## src/rtl/nn_pkg.sv

```systemverilog
// nn_pkg: shared sizes, derived constants and FSM state type for the nn sequencer
package nn_pkg;
    localparam int N_INPUTS    = 4;
    localparam int N_LAYER_1   = 2;
    localparam int N_LAYER_2   = 2;
    localparam int WEIGHT_BITS = 3;
    localparam int NN_LATENCY  = 5;
    localparam int RES_DEPTH   = NN_LATENCY + 1;
    localparam int N_W   = N_INPUTS*N_LAYER_1 + N_LAYER_1*N_LAYER_2 + N_LAYER_2*2;
    localparam int N_B   = N_LAYER_1 + N_LAYER_2 + 2;
    localparam int N_CFG = N_W + N_B;
    localparam int CNT_W = $clog2(N_CFG);
    localparam int OCC_W = $clog2(RES_DEPTH + 1);
    localparam int PTR_W = $clog2(RES_DEPTH);
    typedef enum logic [2:0] {S_IDLE, S_LOAD, S_DRAIN, S_COMMIT, S_RUN} state_t;
endpackage

```

## src/rtl/nn_res_fifo.sv

```systemverilog
// nn_res_fifo: RES_DEPTH x 2-bit result FIFO with occupancy count
//   push/push_data write the tail, pop advances the head, head is 0 when empty
module nn_res_fifo
    import nn_pkg::*;
(
    input  logic             clk,
    input  logic             reset,
    input  logic             push,
    input  logic [1:0]       push_data,
    input  logic             pop,
    output logic [1:0]       head,
    output logic [OCC_W-1:0] count
);
    logic [1:0]       mem [RES_DEPTH];
    logic [PTR_W-1:0] wr, rd;

    assign head = count != '0 ? mem[rd] : 2'b00;

    always_ff @(posedge clk)
        if (push) mem[wr] <= push_data;

    always_ff @(posedge clk or posedge reset)
        if (reset) begin
            wr    <= '0;
            rd    <= '0;
            count <= '0;
        end else begin
            if (push) wr <= wr == PTR_W'(RES_DEPTH-1) ? '0 : wr + 1'b1;
            if (pop) rd <= rd == PTR_W'(RES_DEPTH-1) ? '0 : rd + 1'b1;
            count <= count + OCC_W'(push) - OCC_W'(pop);
        end
endmodule

```

## src/rtl/nn_ctrl.sv

```systemverilog
// nn_ctrl: config loader with atomic commit, syndrome issue and result buffering for nn
//   cfg_*: word-serial weight/bias stream; syn_*: syndrome stream; res_*: decision stream
//   nn_*: drive to and result from the fixed-latency network
module nn_ctrl
    import nn_pkg::*;
(
    input  logic                         clk,
    input  logic                         reset,
    input  logic                         cfg_valid,
    output logic                         cfg_ready,
    input  logic [WEIGHT_BITS-1:0]       cfg_data,
    input  logic                         cfg_last,
    output logic                         cfg_err,
    output logic                         cfg_loaded,
    input  logic                         syn_valid,
    output logic                         syn_ready,
    input  logic [N_INPUTS-1:0]          syn_data,
    output logic                         res_valid,
    input  logic                         res_ready,
    output logic [1:0]                   res_data,
    output logic [N_INPUTS-1:0]          nn_inputs,
    output logic [N_W*WEIGHT_BITS-1:0]   nn_weights,
    output logic [N_B*WEIGHT_BITS-1:0]   nn_bias,
    input  logic [1:0]                   nn_outputs
);
    state_t                       state, ns;
    logic [CNT_W-1:0]             cnt;
    logic [N_CFG*WEIGHT_BITS-1:0] shadow;
    logic [NN_LATENCY-1:0]        tags;
    logic [OCC_W-1:0]             inflight, fifo_count;
    logic                         syn_en, cfg_fire, syn_fire, res_pop, emerge, last_word, frame_err;

    assign cfg_fire  = cfg_valid & cfg_ready;
    assign syn_fire  = syn_valid & syn_ready;
    assign res_valid = fifo_count != '0;
    assign res_pop   = res_valid & res_ready;
    assign emerge    = tags[NN_LATENCY-1];
    assign last_word = cnt == CNT_W'(N_CFG-1);
    assign frame_err = cfg_fire & (cfg_last != last_word);
    // Every in-flight tag owns a FIFO slot; a pop this edge frees one, which keeps full rate with res_ready high.
    assign syn_ready = syn_en & ((OCC_W+1)'(inflight) + (OCC_W+1)'(fifo_count) - (OCC_W+1)'(res_pop) < (OCC_W+1)'(RES_DEPTH));

    always_comb begin
        ns = state;
        if (frame_err) ns = cfg_loaded ? S_RUN : S_IDLE;
        else if (cfg_fire) ns = last_word ? S_DRAIN : S_LOAD;
        else if (state == S_DRAIN && inflight == '0) ns = S_COMMIT;
        else if (state == S_COMMIT) ns = S_RUN;
    end

    // Handshake enables are registered from the next state so they read 0 throughout reset.
    always_ff @(posedge clk or posedge reset)
        if (reset) begin
            state      <= S_IDLE;
            cfg_ready  <= 1'b0;
            syn_en     <= 1'b0;
            cfg_err    <= 1'b0;
            cfg_loaded <= 1'b0;
            cnt        <= '0;
            shadow     <= '0;
            nn_weights <= '0;
            nn_bias    <= '0;
        end else begin
            state     <= ns;
            cfg_ready <= ns inside {S_IDLE, S_LOAD, S_RUN};
            syn_en    <= ns == S_RUN || (ns == S_LOAD && cfg_loaded);
            cfg_err   <= frame_err;
            if (cfg_fire) begin
                shadow[cnt*WEIGHT_BITS +: WEIGHT_BITS] <= cfg_data;
                cnt <= frame_err || last_word ? '0 : cnt + 1'b1;
            end
            if (state == S_COMMIT) begin
                nn_weights <= shadow[N_W*WEIGHT_BITS-1:0];
                nn_bias    <= shadow[N_CFG*WEIGHT_BITS-1:N_W*WEIGHT_BITS];
                cfg_loaded <= 1'b1;
            end
        end

    always_ff @(posedge clk or posedge reset)
        if (reset) begin
            nn_inputs <= '0;
            tags      <= '0;
            inflight  <= '0;
        end else begin
            if (syn_fire) nn_inputs <= syn_data;
            tags     <= {tags[NN_LATENCY-2:0], syn_fire};
            inflight <= inflight + OCC_W'(syn_fire) - OCC_W'(emerge);
        end

    nn_res_fifo u_fifo (
        .clk       (clk),
        .reset     (reset),
        .push      (emerge),
        .push_data (nn_outputs),
        .pop       (res_pop),
        .head      (res_data),
        .count     (fifo_count)
    );
endmodule
```

## config.mk

```make
export PLATFORM = sky130hd
export DESIGN_NAME = nn_ctrl
export DESIGN_NICKNAME = d
export VERILOG_FILES = /design/src/rtl/nn_pkg.sv /design/src/rtl/nn_res_fifo.sv /design/src/rtl/nn_ctrl.sv
export SDC_FILE = /design/constraint.sdc
export NUM_CORES = 1
export LEC_CHECK = 0
export ABC_AREA = 1
export ABC_CLOCK_PERIOD_IN_PS = 9000
export BUFFER_PORTS_ARGS = -buffer_cell sky130_fd_sc_hd__buf_2
export CAP_MARGIN = 20
export CORE_UTILIZATION = 30
export DETAILED_ROUTE_END_ITERATION = 6
export PLACE_DENSITY = 0.44
export SLEW_MARGIN = 5
export SYNTH_ARGS = -nofsm -noshare
export SYNTH_HDL_FRONTEND = slang
export SYNTH_HIERARCHICAL = 1
export SYNTH_SLANG_ARGS = --single-unit
```

## constraint.sdc

```tcl
create_clock -name clk -period 9 [get_ports clk]
set_input_delay 0.9 -clock clk [delete_from_list [all_inputs] [get_ports clk]]
set_output_delay 0.9 -clock clk [all_outputs]
set_load 0.01 [all_outputs]
```

==> impl_metrics.prom <==
# TYPE chip_impl_metric gauge
chip_impl_info{name="status",value="finished clean"} 1
chip_impl_metric{name="cp_max_fo",unit=""} 6
chip_impl_metric{name="hpwl_reported_at_the_end_of_detailed_placement",unit="mm"} 11.0
chip_impl_metric{name="vias_in_the_first_global_route",unit=""} 5055
chip_impl_info{name="tritoncts",value="yes"} 1
chip_impl_metric{name="layout-drive-gt1-share",unit="%"} 25.8
chip_impl_metric{name="drt_pass1_iterations",unit=""} 7
chip_impl_metric{name="layout.core_utilization",unit="%"} 36.8
chip_impl_metric{name="antenna_violating_nets_post_route",unit=""} 0
chip_impl_metric{name="initial_antenna_violation_count",unit=""} 0
chip_impl_metric{name="drt_wl_total",unit="mm"} 15.9
chip_impl_metric{name="vdd.ir_drop.worst",unit="mV"} 0.129
chip_impl_metric{name="detail_route.vias_per_cell",unit=""} 4.44
chip_impl_metric{name="cts_htree_levels",unit=""} 4
chip_impl_metric{name="period_minus_slack",unit="ns"} 3.85
chip_impl_info{name="worstSetupPathType",value="register to register"} 1
chip_impl_info{name="setup.worst_path.end_class",value="register"} 1
chip_impl_metric{name="ant_diodes",unit=""} 0
chip_impl_metric{name="power_per_cell_area",unit="nW/um2"} 319
chip_impl_metric{name="share_of_synthesized_cell_area_in_and_or_nand_and_nor_gates",unit="%"} 14.5
chip_impl_info{name="unrepaired_setup_endpoints_after_global_routing",value="no"} 1
chip_impl_metric{name="grt_pass1_wl",unit="mm"} 26.4
chip_impl_metric{name="grt_max_degree",unit=""} 105
chip_impl_metric{name="globalRouteTotalUtil",unit="%"} 13.9
chip_impl_metric{name="post_cts_setup_repair_buffer_count",unit=""} 0
chip_impl_metric{name="timing.reg2reg.worst_path_depth",unit=""} 18
chip_impl_metric{name="rows",unit=""} 56
chip_impl_metric{name="drt-initial-drc-count",unit=""} 250
chip_impl_info{name="rr_endpoint",value="inflight[2]"} 1
chip_impl_metric{name="fillers",unit=""} 2418
chip_impl_metric{name="design.portCount",unit=""} 92
chip_impl_metric{name="slew_headroom",unit="%"} 34.9
chip_impl_metric{name="placeableCoreArea",unit="um2"} 23700
chip_impl_metric{name="cts_repair_resize_count",unit=""} 0
chip_impl_metric{name="max_slew.worst_pin.slew",unit="ns"} 0.974
chip_impl_metric{name="worst_hold_path.num_cells",unit=""} 0
chip_impl_metric{name="final-hold-violation-count",unit=""} 0
chip_impl_metric{name="clkTransAtPathRegs",unit="ns"} 0.07
chip_impl_metric{name="via_count",unit=""} 4929
chip_impl_metric{name="synthToLayoutAreaGrowth",unit="%"} 19.6
chip_impl_metric{name="cap_viol_max_count",unit=""} 0
chip_impl_metric{name="syn-cell-area",unit="um2"} 7290
chip_impl_info{name="critical_path.reg2reg.startpoint",value="u_fifo/count[1]"} 1
chip_impl_metric{name="synth-xor-area-share",unit="%"} 1.17
chip_impl_metric{name="synth.mux.area_fraction",unit="%"} 10.2
chip_impl_metric{name="fmaxAchievable",unit="GHz"} 0.260
chip_impl_info{name="timing.critical_path.from_type",value="register"} 1
chip_impl_metric{name="post_synth_num_cell_types",unit=""} 31
chip_impl_metric{name="die_h",unit="um"} 158
chip_impl_metric{name="avgSynthCellArea",unit="um2"} 10.8
chip_impl_metric{name="finClkSkew",unit="ns"} 0.0105
chip_impl_metric{name="worst-endpoint-required",unit="ns"} 9.31
chip_impl_metric{name="floorplan.die.width",unit="um"} 158
chip_impl_metric{name="synth-seq-cells",unit=""} 177
chip_impl_metric{name="tritoncts.num_buffers",unit=""} 17
chip_impl_info{name="worstHoldEndpoint",value="tags[4]"} 1
chip_impl_metric{name="numClockSinks",unit=""} 177
chip_impl_info{name="root_buffer",value="sky130_fd_sc_hd__clkbuf_16"} 1
chip_impl_metric{name="post_drt_wl_per_cell",unit="um"} 14.3
chip_impl_info{name="worst_hold_startpoint",value="tags[3]"} 1
chip_impl_metric{name="clock_tree.buffer_depth",unit=""} 2
chip_impl_metric{name="port-buffer-count",unit=""} 91
chip_impl_metric{name="synth_seq_area_share",unit="%"} 61.6
chip_impl_metric{name="synth_warnings",unit=""} 6
chip_impl_metric{name="synthCells",unit=""} 678
chip_impl_metric{name="synth-adder-area-share",unit="%"} 3.05
chip_impl_metric{name="synth_compound_area_share",unit="%"} 4.84
chip_impl_info{name="timing.hold.worst.class",value="register to register"} 1
chip_impl_metric{name="final_max_slew_viol_count",unit=""} 0
chip_impl_metric{name="globalRoute.totalOverflow",unit=""} 0
chip_impl_metric{name="setup_total_negative_slack",unit="ns"} 0
chip_impl_metric{name="final_net_count",unit=""} 810
chip_impl_metric{name="ff2ff_setup_slack",unit="ns"} 5.15
chip_impl_metric{name="worst_skew_pair.late_latency",unit="ns"} 0.42
chip_impl_metric{name="static-leakage-power",unit="uW"} 0.00450
chip_impl_metric{name="report.final.setup_viol",unit=""} 0
chip_impl_metric{name="initial_utilization",unit="%"} 30.8
chip_impl_metric{name="globalplace.congestion",unit=""} 0.810
chip_impl_metric{name="ratio_of_final_minimum_period_to_clock_period",unit="%"} 42.7
chip_impl_metric{name="remaining_drc_errors",unit=""} 0
chip_impl_metric{name="critical_path_arrival",unit="ns"} 4.15
chip_impl_info{name="dominant_combinational_cell_family_by_area_after_synthesis",value="simple AND/OR/NAND/NOR gates"} 1
chip_impl_metric{name="ctsHoldBuffers",unit=""} 0
chip_impl_metric{name="fp.dieArea",unit="um2"} 24900
chip_impl_metric{name="mappedNetlistNets",unit=""} 709
[worst max-delay path by stage]
stage | start | to | slack, ns | cells past startpoint
after floorplan | reset | cfg_err | 3.89 | 1
after global placement | res_ready | inflight[2] | 4.82 | 17
after detailed placement | res_ready | inflight[2] | 4.73 | 17
after CTS | u_fifo/count[1] | inflight[2] | 5.12 | 18
after global routing | u_fifo/count[1] | inflight[2] | 4.77 | 18
final | u_fifo/count[1] | inflight[2] | 5.15 | 18
[state kept, by name (all words and copies together) (netlist names)]
name / cells
nn_bias: 18
u_fifo/wr: 3
state: 3
u_fifo/mem: 12
inflight: 3
shadow: 66
tags: 5
cfg_loaded: 1
u_fifo/count: 3
nn_inputs: 4
cfg_err: 1
cnt: 5
u_fifo/rd: 3
syn_en: 1
nn_weights: 48
cfg_ready: 1
[metal layers]
layer,global-route usage [%],up-vias,wire length [um]
li1,-,2401,-
met1,18.1,2419,7530
met2,22.8,96,7540
met3,3.45,13,629
met4,4.07,0,209
met5,0,-,0
[cell usage in the layout (no fill, tap or decap), types with 2 or more instances in the layout]
cell type and instances:
sky130_fd_sc_hd__ha_1 13, sky130_fd_sc_hd__dfrtp_1 165, sky130_fd_sc_hd__edfxtp_1 12, sky130_fd_sc_hd__o21ai_0 62, sky130_fd_sc_hd__mux2_2 66, sky130_fd_sc_hd__inv_1 67
sky130_fd_sc_hd__xor2_1 4, sky130_fd_sc_hd__nand2_1 167, sky130_fd_sc_hd__fa_1 3, sky130_fd_sc_hd__xnor2_1 2, sky130_fd_sc_hd__bufinv_16 2, sky130_fd_sc_hd__nand4_1 9
sky130_fd_sc_hd__inv_6 7, sky130_fd_sc_hd__nor3_1 9, sky130_fd_sc_hd__buf_2 91, sky130_fd_sc_hd__inv_2 2, sky130_fd_sc_hd__clkbuf_16 17, sky130_fd_sc_hd__nand3_1 24
sky130_fd_sc_hd__clkinvlp_4 2, sky130_fd_sc_hd__a21oi_1 6, sky130_fd_sc_hd__nor2_1 39, sky130_fd_sc_hd__nand2_2 4
[stage by stage]
| step | area (um2) | power, uW | setup WS, ns | hold WS (ns) | std cells |
|---|---|---|---|---|---|
| floorplan | 7290 | 1770 | 3.89 | 0.331 | 678 |
| global placement | 8110 | 2040 | 4.82 | 0.335 | 1078 |
| detailed placement | 8110 | 2070 | 4.73 | 0.336 | 1078 |
| CTS | 8700 | 2830 | 5.12 | 0.349 | 1110 |
| global route | 8720 | 3020 | 4.77 | 0.353 | 1111 |
| finish | 8720 | 2790 | 5.15 | 0.344 | 1111 |
[synth_stat cells]
library cell	count	area [um2]
sky130_fd_sc_hd__a21oi_1	6	30.0
sky130_fd_sc_hd__buf_2	8	40.0
sky130_fd_sc_hd__o21bai_1	1	7.51
sky130_fd_sc_hd__fa_1	3	60.1
sky130_fd_sc_hd__o21ai_0	62	310
sky130_fd_sc_hd__buf_6	1	11.3
sky130_fd_sc_hd__ha_1	13	163
sky130_fd_sc_hd__nor2_2	1	6.26
sky130_fd_sc_hd__nor2_4	1	11.3
sky130_fd_sc_hd__inv_1	68	255
sky130_fd_sc_hd__inv_4	1	6.26
sky130_fd_sc_hd__buf_4	2	15.0
sky130_fd_sc_hd__dfrtp_1	165	4130
sky130_fd_sc_hd__or2_2	1	6.26
sky130_fd_sc_hd__xnor2_1	2	17.5
sky130_fd_sc_hd__and2_1	1	6.26
sky130_fd_sc_hd__clkinv_1	1	3.75
sky130_fd_sc_hd__or2_1	1	6.26
sky130_fd_sc_hd__nor2_1	39	146
sky130_fd_sc_hd__inv_2	2	7.51
sky130_fd_sc_hd__nand2_1	167	627
sky130_fd_sc_hd__nor3_1	9	45.0
sky130_fd_sc_hd__nand3_1	25	125
sky130_fd_sc_hd__mux2_2	66	743
sky130_fd_sc_hd__nand2_2	4	25.0
sky130_fd_sc_hd__xnor2_2	1	16.3
sky130_fd_sc_hd__edfxtp_1	12	360
sky130_fd_sc_hd__nand4_1	9	56.3
sky130_fd_sc_hd__xor2_1	4	35.0
sky130_fd_sc_hd__xor2_2	1	16.3
sky130_fd_sc_hd__o21ai_1	1	5.00
[worst max-delay path, cell delays in order, from the launching register on]
cell	delay (ns)
sky130_fd_sc_hd__dfrtp_1	0.42
sky130_fd_sc_hd__inv_1	0.09
sky130_fd_sc_hd__nand3_1	0.09
sky130_fd_sc_hd__and2_1	0.21
sky130_fd_sc_hd__ha_1	0.31
sky130_fd_sc_hd__nor2_1	0.06
sky130_fd_sc_hd__fa_1	0.37
sky130_fd_sc_hd__or2_2	0.30
sky130_fd_sc_hd__nand3_1	0.07
sky130_fd_sc_hd__nand2_1	0.05
sky130_fd_sc_hd__nor2_1	0.27
sky130_fd_sc_hd__nand3_1	0.27
sky130_fd_sc_hd__ha_1	0.34
sky130_fd_sc_hd__inv_1	0.05
sky130_fd_sc_hd__ha_1	0.13
sky130_fd_sc_hd__inv_1	0.05
sky130_fd_sc_hd__fa_1	0.37
sky130_fd_sc_hd__xnor2_1	0.14
sky130_fd_sc_hd__xor2_1	0.14
[cell families (layout without fill, tap and decap cells)]
kind of cell | count (synthesis) | after routing
simple gates | 258 | 258
flops | 177 | 177
buf+inv | 83 | 197
compound gates | 70 | 70
mux | 66 | 66
fa+ha+maj | 16 | 16
xor+xnor | 8 | 8
[layout make-up]
cell class	count	area [um2]	share of cell area (%)
clock buffer	18	429	4.92
multi-input combinational	418	2480	28.4
inverter	72	278	3.18
timing repair buffer	93	483	5.54
clock inverter	14	169	1.94
sequential	177	4490	51.5
tap	319	399	4.57
[power breakdown]
group          internal [uW]  leakage, uW  switching (uW)
registers               1020      0.00234             147
logic                    351      0.00187             526
clock network            419     0.000287             327
total                   1790      0.00450            1000
(Power assumes the default switching activity.)
